$ cat config.mk
export PLATFORM = sky130hd
export DESIGN_NAME = ram_port_arbiter_flat
export DESIGN_NICKNAME = d
export VERILOG_FILES = /design/src/rtl/ram_port_arbiter_if.sv /design/src/rtl/ram_port_arbiter.sv /design/src/flat_wrapper.sv
export SDC_FILE = /design/constraint.sdc
export NUM_CORES = 1
export LEC_CHECK = 0
export BUFFER_PORTS_ARGS = -buffer_cell sky130_fd_sc_hd__buf_4
export CORE_MARGIN = 2
export CORE_UTILIZATION = 27
export DETAILED_ROUTE_END_ITERATION = 7
export GPL_ROUTABILITY_DRIVEN = 0
export HOLD_SLACK_MARGIN = 0.03
export PLACE_DENSITY = 0.89
export SETUP_SLACK_MARGIN = 0.4
export SYNTH_ARGS = -nofsm -noshare
export SYNTH_HDL_FRONTEND = slang
export SYNTH_SLANG_ARGS = --single-unit
$ cat constraint.sdc
create_clock -name clk -period 1.65 [get_ports clk]
set_input_delay 0.33 -clock clk [delete_from_list [all_inputs] [get_ports clk]]
set_output_delay 0.33 -clock clk [all_outputs]
set_load 0.1 [all_outputs]
$ cat src/rtl/ram_port_arbiter_if.sv
// Bundle of requester A/B handshakes and the single-port RAM drive/return lines.
interface ram_port_arbiter_if #(
   parameter int unsigned DATA_W = 8,
   parameter int unsigned ADDR_W = 6
) ();
   logic              a_req;
   logic              a_we;
   logic [ADDR_W-1:0] a_addr;
   logic [DATA_W-1:0] a_wdata;
   logic              a_gnt;
   logic              a_rvalid;
   logic [DATA_W-1:0] a_rdata;

   logic              b_req;
   logic              b_we;
   logic [ADDR_W-1:0] b_addr;
   logic [DATA_W-1:0] b_wdata;
   logic              b_gnt;
   logic              b_rvalid;
   logic [DATA_W-1:0] b_rdata;

   logic              ram_we;
   logic [ADDR_W-1:0] ram_addr;
   logic [DATA_W-1:0] ram_data;
   logic [DATA_W-1:0] ram_q;

   // Environment side: clients plus the RAM instance
   modport master (
      output a_req, a_we, a_addr, a_wdata, b_req, b_we, b_addr, b_wdata, ram_q,
      input  a_gnt, a_rvalid, a_rdata, b_gnt, b_rvalid, b_rdata,
             ram_we, ram_addr, ram_data
   );

   // Arbiter side
   modport slave (
      input  a_req, a_we, a_addr, a_wdata, b_req, b_we, b_addr, b_wdata, ram_q,
      output a_gnt, a_rvalid, a_rdata, b_gnt, b_rvalid, b_rdata,
             ram_we, ram_addr, ram_data
   );
endinterface

$ cat src/rtl/ram_port_arbiter.sv
// Round-robin arbiter sharing one single-port synchronous RAM between requesters A and B,
// steering the one-cycle-latency read data back to whichever side issued the read.
module ram_port_arbiter #(
   parameter int unsigned DATA_W = 8,
   parameter int unsigned ADDR_W = 6
) (
   input logic                clk,
   input logic                rst,
   ram_port_arbiter_if.slave  bus
);

   logic last_gnt;
   logic rd_pend_a;
   logic rd_pend_b;
   logic gnt_a;
   logic gnt_b;

   // Grant: a lone requester always wins; on a tie the side not granted last wins
   always_comb begin
      gnt_a = 1'b0;
      gnt_b = 1'b0;
      if (!rst) begin
         if (bus.a_req && (!bus.b_req || last_gnt))
            gnt_a = 1'b1;
         else if (bus.b_req)
            gnt_b = 1'b1;
      end
   end

   // RAM drive follows the winner; idle cycles park the bus at zero
   always_comb begin
      bus.ram_we   = 1'b0;
      bus.ram_addr = ADDR_W'(0);
      bus.ram_data = DATA_W'(0);
      if (gnt_a) begin
         bus.ram_we   = bus.a_we;
         bus.ram_addr = bus.a_addr;
         bus.ram_data = bus.a_wdata;
      end else if (gnt_b) begin
         bus.ram_we   = bus.b_we;
         bus.ram_addr = bus.b_addr;
         bus.ram_data = bus.b_wdata;
      end
   end

   always_ff @(posedge clk) begin
      if (rst) begin
         last_gnt  <= 1'b1;
         rd_pend_a <= 1'b0;
         rd_pend_b <= 1'b0;
      end else begin
         if (gnt_a)
            last_gnt <= 1'b0;
         else if (gnt_b)
            last_gnt <= 1'b1;
         rd_pend_a <= gnt_a && !bus.a_we;
         rd_pend_b <= gnt_b && !bus.b_we;
      end
   end

   // ram_q already reflects the address granted one edge earlier
   always_comb begin
      bus.a_gnt    = gnt_a;
      bus.b_gnt    = gnt_b;
      bus.a_rvalid = rd_pend_a;
      bus.b_rvalid = rd_pend_b;
      bus.a_rdata  = rd_pend_a ? bus.ram_q : DATA_W'(0);
      bus.b_rdata  = rd_pend_b ? bus.ram_q : DATA_W'(0);
   end

endmodule

$ cat src/flat_wrapper.sv
// flat-port wrapper written by rule: the top's interface ports become plain ports
module ram_port_arbiter_flat 
#(
   parameter int unsigned DATA_W = 8,
   parameter int unsigned ADDR_W = 6
)
  (clk, rst, bus_a_req, bus_a_we, bus_a_addr, bus_a_wdata, bus_b_req, bus_b_we, bus_b_addr, bus_b_wdata, bus_ram_q, bus_a_gnt, bus_a_rvalid, bus_a_rdata, bus_b_gnt, bus_b_rvalid, bus_b_rdata, bus_ram_we, bus_ram_addr, bus_ram_data);
  ram_port_arbiter_if #(.DATA_W(DATA_W), .ADDR_W(ADDR_W)) bus_i ();
  input logic clk;
  input logic rst;
  input wire logic [$bits(bus_i.a_req)-1:0] bus_a_req;
  input wire logic [$bits(bus_i.a_we)-1:0] bus_a_we;
  input wire logic [$bits(bus_i.a_addr)-1:0] bus_a_addr;
  input wire logic [$bits(bus_i.a_wdata)-1:0] bus_a_wdata;
  input wire logic [$bits(bus_i.b_req)-1:0] bus_b_req;
  input wire logic [$bits(bus_i.b_we)-1:0] bus_b_we;
  input wire logic [$bits(bus_i.b_addr)-1:0] bus_b_addr;
  input wire logic [$bits(bus_i.b_wdata)-1:0] bus_b_wdata;
  input wire logic [$bits(bus_i.ram_q)-1:0] bus_ram_q;
  output wire logic [$bits(bus_i.a_gnt)-1:0] bus_a_gnt;
  output wire logic [$bits(bus_i.a_rvalid)-1:0] bus_a_rvalid;
  output wire logic [$bits(bus_i.a_rdata)-1:0] bus_a_rdata;
  output wire logic [$bits(bus_i.b_gnt)-1:0] bus_b_gnt;
  output wire logic [$bits(bus_i.b_rvalid)-1:0] bus_b_rvalid;
  output wire logic [$bits(bus_i.b_rdata)-1:0] bus_b_rdata;
  output wire logic [$bits(bus_i.ram_we)-1:0] bus_ram_we;
  output wire logic [$bits(bus_i.ram_addr)-1:0] bus_ram_addr;
  output wire logic [$bits(bus_i.ram_data)-1:0] bus_ram_data;
  assign bus_i.a_req = bus_a_req;
  assign bus_i.a_we = bus_a_we;
  assign bus_i.a_addr = bus_a_addr;
  assign bus_i.a_wdata = bus_a_wdata;
  assign bus_i.b_req = bus_b_req;
  assign bus_i.b_we = bus_b_we;
  assign bus_i.b_addr = bus_b_addr;
  assign bus_i.b_wdata = bus_b_wdata;
  assign bus_i.ram_q = bus_ram_q;
  assign bus_a_gnt = bus_i.a_gnt;
  assign bus_a_rvalid = bus_i.a_rvalid;
  assign bus_a_rdata = bus_i.a_rdata;
  assign bus_b_gnt = bus_i.b_gnt;
  assign bus_b_rvalid = bus_i.b_rvalid;
  assign bus_b_rdata = bus_i.b_rdata;
  assign bus_ram_we = bus_i.ram_we;
  assign bus_ram_addr = bus_i.ram_addr;
  assign bus_ram_data = bus_i.ram_data;
  ram_port_arbiter #(.DATA_W(DATA_W), .ADDR_W(ADDR_W)) u_core (.clk(clk), .rst(rst), .bus(bus_i));
endmodule
==> results of run 1 <==
-- metrics by stage --
step	setup slack, ps	util, %	TNS [ps]
after floorplan	-31.0	-	-308
after global placement	32.2	73.9	0
after detailed placement	-9.55	73.9	-15.2
-- cells in the mapped netlist --
master,n,share of area (%)
sky130_fd_sc_hd__dfxtp_1,3,13
sky130_fd_sc_hd__nand2_1,3,2.4
sky130_fd_sc_hd__a21boi_2,1,2.4
sky130_fd_sc_hd__nand2b_1,2,2.6
sky130_fd_sc_hd__o21ai_0,1,1.1
sky130_fd_sc_hd__nor2_1,17,13
sky130_fd_sc_hd__a32oi_1,15,28
sky130_fd_sc_hd__buf_6,5,12
sky130_fd_sc_hd__and2_1,16,21
sky130_fd_sc_hd__nor3_1,1,1.1
sky130_fd_sc_hd__clkbuf_1,2,1.6
sky130_fd_sc_hd__nor3_2,1,2.1
-- cell families after synthesis --
group / after synthesis / synth area share, %
compound gates: 17 / 31.1
flops: 3 / 12.7
simple gates: 40 / 42.7
buf+inv: 7 / 13.5
==> results.md, run 1 <==
Clocking:
- The clock passes through at most 2 buffers.
- Counting the buffers created by CTS gives 3.
- In this run, post-CTS repair resized a total of 114 instances.
- Clock tree synthesis selected as its root buffer the cell sky130_fd_sc_hd__clkbuf_4.
- The number of H-tree levels is 1.
- Buffers inserted to repair hold after CTS numbered 0.
- The number of clock sinks seen by CTS is 3.
- The post-CTS setup buffer count is 0.

Placement:
- The number of placed cells counting well taps is 156.
- The HPWL after detailed placement is approximately 2000 microns.
- The number of buffers added on ports is 76.
- The placed instances occupy a cell area of 1250 sq um.

Synthesis:
- The proportion of synthesized chip area in sequential cells is 12.7%.
- The average instance in the mapped netlist occupies 7.08 sq um.
- In the synthesized netlist, the number of instances is 67.
- In this run, distinct cell masters in the synthesized netlist total 12.
- Counting flops and latches in the post-synthesis netlist gives 3.
- The number of nets handed over by synthesis was approximately 110.
- The mapped netlist covers around 470 sq um.
- The Yosys step of the flow raised 0 warnings.

Floorplan:
- From bottom edge to top edge, the die measures 45.9 microns.
- The number of primary I/O pins is 77.
- The initial core utilization is 28.1%.
- From left edge to right edge, the die measures 45.9 microns.
- After floorplanning, the core was divided into 15 placement rows.

Run status:
- The first error in the log reads "[ERROR DPL-0038] Utilization greater than 100%, impossible to legalize".
- The run stopped with a tool error.
- The flow halted during 4_1_cts.
==> run 2: changes to the inputs <==
CORE_AREA = 2 2 63 65   (was unset)
CORE_MARGIN = unset   (was 2)
CORE_UTILIZATION = unset   (was 27)
DIE_AREA = 0 0 65 67   (was unset)
HOLD_SLACK_MARGIN = unset   (was 0.03)
PLACE_DENSITY = unset   (was 0.89)
PLACE_DENSITY_LB_ADDON = 0.15   (was unset)
SETUP_SLACK_MARGIN = unset   (was 0.4)
==> results.md, run 2 <==
STA:
- The number of max-slew violations in the final report came to 0.
- The total count of hold-check failures in the final report was 0.
- The fmax is 579 MHz.
- Once routing completed, OpenROAD measured the worst setup slack at -78.6 ps.
- Headroom to the max-slew limit came out at between 60% and 70%.
- For the pin with the worst max-slew slack, the measured transition is a little over 500 ps.
- Setup violations remaining at the end of the flow were counted as 16.
- The clock period minus final worst setup slack is ~1700 ps.
- Clock skew on the completed layout was measured at 0.260 ps.
- The worst hold margin is 300 ps.
- Setup repair after global routing could not meet its margin everywhere.
- The final cycle utilization of the critical path is 105%.

Global route:
- The overall fraction of global-route tracks in use is 12.3%.
- Global routing finished with a remaining overflow of 0.
- The via count of the first global-routing pass came to around 900.
- Entering global routing, the biggest net connects 21 pins.
- The first global-routing pass estimated ~4200 microns of wire.
- The initial antenna violation count is 0.

Critical path:
- For the worst setup path, the data required time is 1320 ps.
- The startpoint type of the worst setup path is a register.
- The signal on the critical path passes through nand2b_4, buf_12, a32oi_4, nor2_4, buf_12.
- The register-to-register setup slack is approximately 630 ps.
- The launch instance of the worst register-to-register path is u_core.last_gnt$_SDFFE_PP1P_.
- The destination of the critical timing path is bus_ram_data[2].
- The critical path's slowest cell is sky130_fd_sc_hd__dfxtp_4.
- The data arrival time of the worst path is 1400 ps.
- The worst setup path is captured at an output pin.
- Along the worst path, the maximum fanout reaches 8.
- The reg-to-reg endpoint is u_core.bus.a_rvalid$_SDFF_PP0_.
- Counting buffers and inverters, the worst setup path is 5 cells deep.
- The start-to-end type of the worst setup path is register to output pin.
- The depth of the most critical reg-to-reg path is 4.
- The delay of the slowest cell on the worst path is 350 ps.
- On the critical path the largest part of the delay comes from flip-flops.
- In this design, the critical path's most frequently occurring cell is sky130_fd_sc_hd__buf_12.
- The critical path starts at u_core.last_gnt$_SDFFE_PP1P_.
- The number of buffers and inverters on the critical path is 2.

Synthesis:
- The synthesized cell area is roughly 470 sq um.
- The post-synthesis share of cell area spent on xor and xnor gates is 0%.
- The synthesized netlist devotes 0% of its cell area to adder and majority cells.
- By count the netlist is led by 17 x sky130_fd_sc_hd__nor2_1, 16 x sky130_fd_sc_hd__and2_1, 15 x sky130_fd_sc_hd__a32oi_1.
- In the synthesized netlist the dominant register cell turns out to be sky130_fd_sc_hd__dfxtp_1.
- For this run, the number of Yosys warnings is 0.
- In the post-synthesis netlist, the cell with the most instances is sky130_fd_sc_hd__nor2_1.
- Counting flops with an async set or reset pin after synthesis yields a share of 0%.
- The net count after synthesis is around 110.
- After Yosys synthesis, and, or, nand and nor cells account for between 40% and 50% of the synthesized area.
- Summed over its instances, the top area cell type makes up 27.7% of the synthesized netlist area.
- The count of distinct cell types in the synthesized netlist is 12.
- By area, the combinational part of the netlist is dominated by simple AND/OR/NAND/NOR gates.
- The average size of a mapped cell is 7.08 sq um.
- The gate count after technology mapping is 67.
- The proportion of synthesized chip area in sequential cells is 12.7%.
- Ranked by total cell area, the synthesized netlist is headed by sky130_fd_sc_hd__a32oi_1 28%, sky130_fd_sc_hd__and2_1 21%, sky130_fd_sc_hd__nor2_1 13%, sky130_fd_sc_hd__dfxtp_1 13%, sky130_fd_sc_hd__buf_6 12%.
- The cell type with the largest total area after synthesis is sky130_fd_sc_hd__a32oi_1.
- The compound-cell area share of the yosys netlist is 31.1%.
- The number of register bits inferred by synthesis is 3.
- The synthesized design contains 0 enable-type register cells.
- After synthesis, the share of cell area in mux cells is 0%.

Power:
- Of the total power, the clock network draws about a fifth.
- The share of total power dissipated in sequential elements is 8.1%.
- The analysis attributes to cell leakage a power of approximately 0.7 nW.
- The total power density per cell area is 568 nW/um^2.
- The largest voltage drop on the vdd net is 0.280 mV.
- Cell internal power was estimated by the tool at 0.518 mW.
- Per report_power, the combinational group accounts for between 70 and 80% of the total.
- Net switching is just under 50% of the power.
- The analysis attributes to net switching a power of 0.506 mW.
- Power comes to 1.02 mW.

Cells and area:
- The ratio of cells with drive above 1 in the final layout is between 90 and 100%.
- With fillers left out, the area of the finished cells amounts to 1800 sq um.
- The final layout net count is 188.
- The area growth from synthesis to layout is 280%.
- After filler insertion, the fill cell instance count of the layout stands at 332.
- The repair_antennas step left the layout with diodes totalling 0.
- In the layout the commonest cells are 62 x sky130_fd_sc_hd__buf_4, 17 x sky130_fd_sc_hd__nor2_4, 17 x sky130_fd_sc_hd__buf_12, 16 x sky130_fd_sc_hd__and2_2, 14 x sky130_fd_sc_hd__a32oi_4.
- Measured on the finished design, the core utilization comes to 50.0%.
- The library cell used most frequently in the layout, excluding fill and tap cells, is sky130_fd_sc_hd__buf_4.

Clocking:
- The clock root buffer is sky130_fd_sc_hd__clkbuf_8.
- The tree built by TritonCTS fans out to 3 sinks.
- The TritonCTS clock tree is yes.
- No sink is reached through more buffers than the 2 on the longest clock path.
- The number of setup buffers added after CTS is 0.
- The CTS clock-pin slew for the worst setup and hold paths is 30 ps.
- In this run the number of H-tree levels came out at 1.
- The clock insertion delay at the later pin of the skew report is 220 ps.
- In this run, post-CTS hold repair placed 0 buffers.
- TritonCTS created 3 clock buffers.

Floorplan:
- The height of the die is 67 microns.
- From left edge to right edge, the die measures 65 microns.
- The area of the die is 4360 sq um.
- The number of placement rows is 22.
- During I/O placement, the number of pins put on the boundary was 77.
- After floorplanning, the core was sized to cover around 3600 sq um.
- The initial core utilization is 13.2%.

Min path:
- The type of the tightest min-delay check is input pin to register.

Placement:
- At the placement stage, the worst setup path has a slack of about 4.2 ps.
- The placement-stage cell area is roughly 1300 sq um.
- Port buffering added 76 buffers.

Route:
- Wires add up to ~2800 microns.
- The detailed-route vias per instance is 4.29.
- The number of DRC markers after the initial detailed-route iteration is 17.
- The overall via count from detail_route is 828.
- The first detailed-routing pass ran for 2 iterations.
- For this run, design rule violations remaining after detail routing come to 0.
- Once detail routing completed, the nets flagged for antenna violations numbered 0.
- In the final routed layout, each cell accounts on average for 14.6 microns.

Run:
- The tool flagged a number of max-cap violations equal to 0.

Run status:
- The flow ran to the end, but the final reports show violations.
- The final reports fail on setup timing.
-- run 2: worst min path at each step --
stage	end	start	slack [ps]	cells past startpoint
finish	u_core.bus.a_rvalid$_SDFF_PP0_	bus_a_we	300	2
global route	u_core.bus.a_rvalid$_SDFF_PP0_	bus_a_we	300	2
CTS	u_core.bus.a_rvalid$_SDFF_PP0_	bus_a_we	290	2
detailed placement	u_core.bus.a_rvalid$_SDFF_PP0_	bus_a_we	500	2
global placement	u_core.bus.a_rvalid$_SDFF_PP0_	bus_a_we	510	2
floorplan	u_core.bus.a_rvalid$_SDFF_PP0_	bus_a_we	390	1
-- run 2: cell families (layout without fill, tap and decap cells) --
group,count (synthesis),after routing
buf+inv,7,85
compound gates,17,17
flops,3,3
simple gates,40,40
-- run 2: area by class of cell --
type	instances	area [sq um]	share of cell area, %
flip-flops and latches	3	66.3	3.68
multi-input cells	57	783	43.4
repair buffers	81	848	47.1
clock buffers	4	45.0	2.50
well taps	48	60.1	3.33
-- run 2: repair_timing --
item / in CTS / in global routing
resized for setup: 64 / 14
gates cloned: 1 / 0
endpoints found under the setup margin: 16 / 16
pin swaps: 7 / 15
-- run 2: metal layers --
metal,wire length [microns],track usage (%)
met3,280,3.21
met2,1580,25.5
met1,951,12.1
met4,0,2.39
met5,0,0
-- run 2: power by group through the flow --
stage / clock, mW / sequential (mW) / combinational, mW
finish: 0.218 / 0.0829 / 0.722
global route: 0.232 / 0.0839 / 0.749
CTS: 0.224 / 0.0833 / 0.679
detailed placement: 0 / 0.0847 / 0.551
global placement: 0 / 0.0846 / 0.546
floorplan: 0 / 0.0962 / 0.387
-- run 2: stage by stage --
stage / TNS, ps / cells
floorplan: -308 / 67
global placement: 0 / 188
detailed placement: 0 / 188
CTS: -1260 / 193
global route: -1740 / 193
finish: -1080 / 193
Note: power is estimated with default switching activity, not from simulation.
